$ cat src/rtl/ticks_to_bcd_pkg.sv
// Shared types and defaults for the reaction-time formatter (r0_fmt_pkg).
package r0_fmt_pkg;

    typedef enum logic [2:0] {
        IDLE,
        DIV,
        ROUND,
        BCD,
        DONE
    } fmt_state_t;

    localparam int TICKS_PER_MS_DEF = 50000;
    localparam int TICK_W_DEF       = 28;
    localparam int DIGITS_DEF       = 4;
    localparam int Q_W_DEF          = 14;

    localparam logic [TICK_W_DEF-1:0] TICK_SENTINEL = '1;

    // Largest value representable with the given number of decimal digits.
    function automatic int ms_max(input int digits);
        int r;
        r = 1;
        for (int i = 0; i < digits; i++) begin
            r = r * 10;
        end
        return r - 1;
    endfunction

    localparam int MS_MAX = ms_max(DIGITS_DEF);

endpackage

$ cat src/rtl/bcd_dabble.sv
// Shift-add-3 binary to packed BCD engine; load primes it, each step does one add-3 pass plus shift.
module bcd_dabble
    import r0_fmt_pkg::*;
#(
    parameter int BIN_W  = Q_W_DEF,
    parameter int DIGITS = DIGITS_DEF
) (
    input  logic                  clk,
    input  logic                  rst_n,
    input  logic                  load,
    input  logic                  step,
    input  logic [BIN_W-1:0]      bin_in,
    output logic [DIGITS*4-1:0]   digits_next
);

    logic [DIGITS*4-1:0]       bcd;
    logic [BIN_W-1:0]          bin;
    logic [DIGITS*4-1:0]       adj;
    logic [DIGITS*4+BIN_W-1:0] shifted;
    logic [BIN_W-1:0]          bin_next;

    always_comb begin
        adj = bcd;
        for (int i = 0; i < DIGITS; i++) begin
            if (adj[4*i +: 4] >= 4'd5) begin
                adj[4*i +: 4] = adj[4*i +: 4] + 4'd3;
            end
        end
        shifted     = {adj, bin} << 1;
        digits_next = shifted[DIGITS*4+BIN_W-1:BIN_W];
        bin_next    = shifted[BIN_W-1:0];
    end

    always_ff @(posedge clk) begin
        if (!rst_n) begin
            bcd <= '0;
            bin <= '0;
        end else if (load) begin
            bcd <= '0;
            bin <= bin_in;
        end else if (step) begin
            bcd <= digits_next;
            bin <= bin_next;
        end
    end

endmodule

$ cat src/rtl/ticks_to_bcd.sv
// Tick count -> milliseconds (restoring divide) -> packed BCD, with sentinel and saturation.
// Define ROUND_HALF_EN to round the millisecond value half-up instead of truncating.
module ticks_to_bcd
    import r0_fmt_pkg::*;
#(
    parameter int TICK_W       = TICK_W_DEF,
    parameter int TICKS_PER_MS = TICKS_PER_MS_DEF,
    parameter int DIGITS       = DIGITS_DEF,
    parameter int Q_W          = Q_W_DEF
) (
    input  logic                 i_clk_50m,
    input  logic                 i_rst_n,
    input  logic                 i_start,
    input  logic [TICK_W-1:0]    i_ticks,
    output logic                 o_busy,
    output logic                 o_valid,
    output logic [DIGITS*4-1:0]  o_digits,
    output logic                 o_ovf,
    output logic                 o_none
);

    localparam int R_W   = $clog2(TICKS_PER_MS) + 1;
    localparam int CNT_W = $clog2((TICK_W > Q_W) ? TICK_W : Q_W) + 1;

    localparam logic [R_W-1:0]  DIVISOR  = R_W'(TICKS_PER_MS);
    localparam logic [TICK_W:0] MAX_Q    = (TICK_W+1)'(ms_max(DIGITS));
    localparam logic [Q_W-1:0]  MAX_LOAD = Q_W'(ms_max(DIGITS));
`ifdef ROUND_HALF_EN
    localparam logic [R_W-1:0]  HALF     = R_W'(TICKS_PER_MS / 2);
`endif

    fmt_state_t          state;
    logic [TICK_W-1:0]   dividend;
    logic [TICK_W-1:0]   quo;
    logic [R_W-1:0]      rem;
    logic [CNT_W-1:0]    cnt;
    logic                ovf_flag;

    logic [R_W:0]        rem_shift;
    logic                ge;
    logic [R_W-1:0]      rem_next;
    logic [TICK_W-1:0]   quo_next;
    logic [TICK_W:0]     final_q;
    logic                sat;
    logic [Q_W-1:0]      load_val;
    logic                dab_load;
    logic                dab_step;
    logic [DIGITS*4-1:0] digits_next;

    // One restoring step: bring in the next dividend bit, subtract if it fits.
    always_comb begin
        rem_shift = {rem, dividend[TICK_W-1]};
        ge        = rem_shift >= {1'b0, DIVISOR};
        rem_next  = R_W'(ge ? rem_shift - {1'b0, DIVISOR} : rem_shift);
        quo_next  = {quo[TICK_W-2:0], ge};
`ifdef ROUND_HALF_EN
        final_q   = {1'b0, quo} + (TICK_W+1)'(rem >= HALF);
        dab_load  = (state == ROUND);
`else
        // The last quotient bit is still combinational when the engine is loaded.
        final_q   = {quo, ge};
        dab_load  = (state == DIV) && (cnt == '0);
`endif
        sat       = final_q > MAX_Q;
        load_val  = sat ? MAX_LOAD : final_q[Q_W-1:0];
        dab_step  = (state == BCD);
    end

    bcd_dabble #(
        .BIN_W  (Q_W),
        .DIGITS (DIGITS)
    ) u_dabble (
        .clk         (i_clk_50m),
        .rst_n       (i_rst_n),
        .load        (dab_load),
        .step        (dab_step),
        .bin_in      (load_val),
        .digits_next (digits_next)
    );

    always_ff @(posedge i_clk_50m) begin
        if (!i_rst_n) begin
            state    <= IDLE;
            o_busy   <= 1'b0;
            o_valid  <= 1'b0;
            o_digits <= '0;
            o_ovf    <= 1'b0;
            o_none   <= 1'b0;
            dividend <= '0;
            quo      <= '0;
            rem      <= '0;
            cnt      <= '0;
            ovf_flag <= 1'b0;
        end else begin
            o_valid <= 1'b0;
            case (state)
                IDLE: begin
                    if (i_start) begin
                        o_busy <= 1'b1;
                        if (i_ticks == '1) begin
                            state    <= DONE;
                            o_valid  <= 1'b1;
                            o_digits <= '1;
                            o_ovf    <= 1'b0;
                            o_none   <= 1'b1;
                        end else begin
                            dividend <= i_ticks;
                            rem      <= '0;
                            quo      <= '0;
                            cnt      <= CNT_W'(TICK_W - 1);
                            state    <= DIV;
                        end
                    end
                end
                DIV: begin
                    dividend <= {dividend[TICK_W-2:0], 1'b0};
                    rem      <= rem_next;
                    quo      <= quo_next;
                    cnt      <= cnt - 1'b1;
                    if (cnt == '0) begin
`ifdef ROUND_HALF_EN
                        state    <= ROUND;
`else
                        state    <= BCD;
                        cnt      <= CNT_W'(Q_W - 1);
                        ovf_flag <= sat;
`endif
                    end
                end
`ifdef ROUND_HALF_EN
                ROUND: begin
                    state    <= BCD;
                    cnt      <= CNT_W'(Q_W - 1);
                    ovf_flag <= sat;
                end
`endif
                BCD: begin
                    cnt <= cnt - 1'b1;
                    if (cnt == '0) begin
                        state    <= DONE;
                        o_valid  <= 1'b1;
                        o_digits <= digits_next;
                        o_ovf    <= ovf_flag;
                        o_none   <= 1'b0;
                    end
                end
                DONE: begin
                    state  <= IDLE;
                    o_busy <= 1'b0;
                end
                default: begin
                    state  <= IDLE;
                    o_busy <= 1'b0;
                end
            endcase
        end
    end

endmodule

$ cat config.mk
export PLATFORM = sky130hd
export DESIGN_NAME = ticks_to_bcd
export DESIGN_NICKNAME = d
export VERILOG_FILES = /design/src/rtl/ticks_to_bcd_pkg.sv /design/src/rtl/bcd_dabble.sv /design/src/rtl/ticks_to_bcd.sv
export SDC_FILE = /design/constraint.sdc
export NUM_CORES = 1
export LEC_CHECK = 0
export ABC_CLOCK_PERIOD_IN_PS = 4000
export BUFFER_PORTS_ARGS = -buffer_cell sky130_fd_sc_hd__buf_2
export CORE_MARGIN = 5
export CORE_UTILIZATION = 45
export CTS_CLUSTER_DIAMETER = 200
export CTS_CLUSTER_SIZE = 28
export DETAILED_ROUTE_END_ITERATION = 7
export PLACE_DENSITY = 0.6
export RECOVER_POWER = 100
export SYNTH_ARGS = -nofsm -noshare
export SYNTH_HDL_FRONTEND = slang
export SYNTH_SLANG_ARGS = --single-unit
$ cat constraint.sdc
create_clock -name i_clk_50m -period 4 [get_ports i_clk_50m]
set_clock_uncertainty 0.15 [all_clocks]
set_input_delay 0.4 -clock i_clk_50m [delete_from_list [all_inputs] [get_ports i_clk_50m]]
set_output_delay 0.4 -clock i_clk_50m [all_outputs]
set_load 0.02 [all_outputs]
; ---- Word level (Yosys, flattened, before mapping)
; Cells that the tools add are included.
[word_totals]
register_bits = 133
in_bits = 31
output_inout_bits = 20
elab_cells = 94
[classes]
addsub = 6
magnitude_cmp = 6
n_eq_ne = 8
muxes = 44
bitwise_logic = 2
n_reduce_logical = 15
[op_table]
columns = operator, count
row1 = $mux W28, 4
row2 = $pmux W28 S2, 2
row3 = $mux W17, 3
row4 = $mux W16, 3
row5 = $mux W14, 3
row6 = $pmux W17 S2, 1
row7 = $pmux W16 S2, 1
row8 = $gt A29 B14 Y1 const B, 1
row9 = $eq A28 B28 Y1 const B, 1
row10 = $ge A18 B16 Y1 const B, 1
row11 = $mux W6, 3
row12 = $pmux W6 S3, 1
row13 = $sub A17 B16 Y17 const B, 1
row14 = $ge A4 B3 Y1 const B, 4
row15 = $mux W3, 5
row16 = $add A4 B2 Y4 const B, 3
row17 = $mux W4, 3
row18 = $mux W1, 10
row19 = $pmux W3 S3, 1
row20 = $reduce_and A3 Y1, 3
row21 = $pmux W1 S2, 4
row22 = $logic_not A6 Y1, 1
row23 = $ne A2 B2 Y1 const B, 3
row24 = $reduce_bool A2 Y1, 3
row25 = 12 further kinds, 16

; ---- Depth between registers and ports, before layout
[logic_depth]
word_depth = 4
ltp_mapped = 9
ltp_nobuf = 7

; ---- Hierarchy
; Synthesis repeated with hierarchy kept, for this count alone.
[hier_totals]
hier_cells = 693
hier_area_um2 = 5987.0
[modules_own_cells]
columns = mod, instances, cells_per_inst, area_per_inst_um2, seq_area_each_um2
row1 = ticks_to_bcd, 1, 483, 4282.9, 2062.0
row2 = bcd_dabble, 1, 210, 1704.1, 600.6

; ---- Least setup slack after synthesis
; No wires, ideal clock.
[synth_path]
path_type = register to register
startpoint = register cnt[0]
endpoint = register u_dabble.bin[10]
setup_time_ps = 139
arrival_time_ps = 1988
required_time_ps = 3711
path_slack_ps = 1722
path_stages_with_launch = 9
n_path_buf = 2
period_less_slack_ps = 2278
path_cell_list = dfxtp_1 inv_1 ha_1 or3b_1 clkbuf_2 nor4b_4 nor4b_4 buf_6 a221oi_1
[synth_between]
elab_chain_cells = 3
elab_cells_between_ends = 4
cone_classes = mux: 1 / reduce/logical: 3
[synth_lines]
columns = item, line
row1 = "start, declared", ticks_to_bcd.sv:36  ; logic [CNT_W-1:0] cnt;
row2 = "start signal, assigned", ticks_to_bcd.sv:110  ; cnt <= CNT_W'(TICK_W - 1);
row3 = "start signal, assigned", ticks_to_bcd.sv:119  ; cnt <= cnt - 1'b1;
row4 = "start signal, assigned", ticks_to_bcd.sv:125  ; cnt <= CNT_W'(Q_W - 1);
row5 = $logic_not A6 Y1 *, ticks_to_bcd.sv:62  ; dab_load = (state == DIV) && (cnt == '0);
row6 = $logic_and A1 B1 Y1 *, ticks_to_bcd.sv:62
row7 = $mux W14 or $reduce_bool A2 Y1 (tied branches), n/a
row8 = "end signal, assigned", bcd_dabble.sv:40  ; bin <= bin_in;
row9 = "end signal, assigned", bcd_dabble.sv:43  ; bin <= bin_next;
row10 = "end, declared", bcd_dabble.sv:17  ; logic [BIN_W-1:0] bin;
; Every way passes the cells marked *; elsewhere a longest branch is shown, timed or not.
; A chain may end at the register's enable or synchronous reset.

; ---- Final worst setup path
[layout_path]
startpoint = register state[0]
endpoint = register rem[6]
[layout_between]
elab_chain_cells = 3
elab_cells_between_ends = 7
cone_classes = eq/ne: 3 / mux: 1 / reduce/logical: 3
[layout_lines]
columns = item, line
row1 = "start, declared", ticks_to_bcd.sv:32  ; fmt_state_t state;
row2 = "start signal, assigned", ticks_to_bcd.sv:83  ; state <= IDLE;
row3 = "start signal, assigned", ticks_to_bcd.sv:101  ; state <= DONE;
row4 = "start signal, assigned", ticks_to_bcd.sv:111  ; state <= DIV;
row5 = $logic_not A3 Y1 or $eq A3 B1 Y1 (tied branches), ticks_to_bcd.sv:96  ; case (state)
row6 = $ne A2 B2 Y1 (no source line) or $reduce_bool A2 Y1 (tied branches), n/a
row7 = $reduce_and A3 Y1 (no source line), n/a
row8 = "end signal, assigned", ticks_to_bcd.sv:117  ; rem <= rem_next;
row9 = "end, declared", ticks_to_bcd.sv:35  ; logic [R_W-1:0] rem;
; Parallel ways exist; a longest one is shown, timed or not.

==> metrics.md <==
| Metric | Value |
|---|---|
| Peak VDD IR | `353.6 uV` |
| Vias in the first global route | `4,909` |
| Required @ worst endpoint | `4.20 ns` |
| Pins Over Slew Limit | `0` |
| Post-synth EDFFs | `0` |
| Synth top cells by count | `133 x dfxtp_1, 82 x nor2_1, 59 x nand2_1` |
| Hold Startpoint | `i_ticks[0]` |
| Die Area | `0.01592 sq mm` |
| Global Route met1 Usage | `24.56%` |
| Clock sink count | `133` |
| Fin area | `0.007034 sq mm` |
| Total of warnings raised by yosys | `0` |
| MaxCap Viol Count | `0` |
| CP arrival | `3.38 ns` |
| Post-DP Area | `0.006424 sq mm` |
| TritonCTS buffer count | `17` |
| Placed wire-length estimate | `9371 um` |
| Post-CTS Resized | `0` |
| Initial antenna violation count | `0` |
| DR iter-0 viols | `363` |
| Ys async rst share | `0%` |
| Syn_nets | `726` |
| Startpoint types | `flop` |
| Critical path origin | `state[0]$_SDFFE_PN0P_` |
| Top-count cell post-synth | `dfxtp_1` |
| Final TNS setup | `0 ns` |
| DIE WIDTH | `126.2 um` |
| Top cell type's share of synthesized area | `43.83%` |
| FMAX | `314.4 MHz` |
| Rows | `42` |
| CP Capture Type | `flop` |
| Synth-to-layout area growth | `15.80%` |
| Synth Area per Inst | `8.881 sq um` |
| Post-synthesis simple-gate area fraction | `18.70%` |
| DR DRC count | `0` |
| Multiplexer share of the synthesized area | `6.426%` |
| Largest area contributor in the netlist | `dfxtp_1` |
| GR Overflow Total | `0` |
| RSZ-0062 raised after global routing | `false` |
| Final Hold Viols | `0` |
| Final Critical Period | `3.181 ns` |
| Vias per cell | `5.717` |
| Busiest grt layer | `met2` |
| Initial Util | `45.87%` |
| Distinct cell type count after synthesis | `63` |
| Remaining antenna violation count | `0` |
| Gp weighted congestion | `0.7779` |
| Mapped Cells | `684` |
| Largest family of logic cells by synthesized area | `compound AO/OA/AOI/OAI gates` |
| Final #Nets | `754` |
| Worst-Skew Late Latency | `0.41 ns` |
| Post-CTS Hold Buffers | `0` |
| M2 GR Usage | `28.33%` |
| Fin crit share | `79.53%` |
| R2r startpoint | `state[0]$_SDFFE_PN0P_` |
| Actual slew at the worst max-slew pin | `1.191 ns` |
| Post-synthesis compound-gate area fraction | `22.99%` |
| Global-route wire length before repair | `23,940 um` |
| Filler cells | `1,256` |
| Tot GR Track Use | `18.01%` |
| P_leak | `2.679 nW` |
| Hold_ws | `0.1253 ns` |
| Setup CP Type | `reg -> reg` |
| Root Driver | `clkbuf_16` |
| # diodes | `0` |
| I/O Pins | `51` |
| Routed via count | `5,151` |
| Post-synth top flop | `dfxtp_1` |
| Max-Slew Margin vs Limit | `20.54%` |
| Post-CTS setup buffers | `0` |
| Critical path fanouts, max | `55` |
| Sequential cell area fraction in the yosys report | `43.83%` |
| Flops & latches, synth | `133` |
| Reg clk slew, reported paths | `0.06 ns` |
| Area of the core | `0.01324 sq mm` |
| Synth area leaders | `dfxtp_1 44%, mux2i_1 6.4%, nor2_1 5.1%` |
| Final wirelength | `14,110 um` |
| Synth Area in XOR/XNOR | `0.8651%` |
| Max clock buf depth | `2` |
| Share of cells above drive strength 1 | `13.38%` |
| Grt met3 use | `4.615%` |
| Adder-cell share of the synthesized area | `2.266%` |
| H-tree depth | `4` |
| Pwr dens | `482.7 mW/mm^2` |
| Status | `completed` |
| Drt wl/cell | `15.65 um` |
| Largest net degree at the start of global routing | `60` |
| PortBufs | `50` |
| Die H | `126.2 um` |
| TritonCTS clock tree | `done` |
| Final setup violation count | `0` |
| DR pass1 iterations | `7` |
| Worst Hold Class | `in -> reg` |
| Cell Area, Synth | `0.006075 sq mm` |
-- final timing paths --
check,to,slack (ns),cells past startpoint
max,rem[6]$_SDFFE_PN0P_,0.82,5
min,dividend[0]$_SDFFE_PN0P_,0.13,3
max reg2reg,rem[6]$_SDFFE_PN0P_,0.82,5
min reg2reg,u_dabble.bcd[13]$_SDFFE_PP0P_,0.31,2
-- layer usage --
layer	up-vias	part of all wire [%]
met1	2459	48
met2	96	47
met3	9	4.0
met4	0	1.0
met5	-	0
li1	2587	-
-- worst max-delay path: stages, from the launching register on --
cell and delay (ns):
dfxtp_1 0.44, nor4_1 0.92, a2111oi_4 0.16, clkbuf_2 0.62, nor2_1 0.63, a211o_1 0.20
-- registers in the layout (all words and copies together), names as in the netlist --
name          flops
cnt               6
o_busy            1
o_none            1
state             3
o_ovf             1
u_dabble.bin     14
u_dabble.bcd     16
dividend         28
o_digits         16
o_valid           1
ovf_flag          1
rem              17
quo              28
-- cell usage in the layout, fill, tap and decap left out, drive strengths merged, types with 17 or more instances in the layout --
cell    instances
nand2          60
mux2i          39
a21oi          40
a211oi         36
o21ai          17
buf            37
clkbuf         46
dfxtp         133
nor2           82
a22oi          32
inv            23
-- through the flow --
stage	setup WS [ns]	total power (W)	std cells	utilization [%]
after floorplan	1.722	0.001666	684	-
after global placement	1.122	0.001732	869	48.51
after detailed placement	1.120	0.001742	869	48.51
after CTS	1.104	0.003438	901	53.45
after global routing	0.5311	0.003539	901	53.12
final	0.8189	0.003396	901	53.12
-- where the power goes --
group,total [W],internal [W],switching [W]
Sequential,0.00142,0.00138,0.0000415
Clock,0.00168,0.00114,0.000544
Combinational,0.000290,0.000109,0.000181
-- final cells by class --
class | count | area [sq um] | share of cell area (%)
clock buffers | 24 | 511.7 | 7.275
flip-flops and latches | 133 | 2663 | 37.85
multi-input cells | 478 | 3123 | 44.40
inverters | 23 | 86.33 | 1.227
well taps | 176 | 220.2 | 3.131
clock inverters | 8 | 142.6 | 2.028
repair buffers | 59 | 287.8 | 4.091
-- kinds of logic after synthesis --
| family | Yosys count |
|---|---|
| AOI/OAI and AO/OA | 190 |
| xor gates and xnor gates | 6 |
| adders and majority gates | 11 |
| buffers and inverters | 73 |
| DFF | 133 |
| muxes | 39 |
| and+or+nand+nor | 232 |
Note: power is estimated with default switching activity, not from simulation.
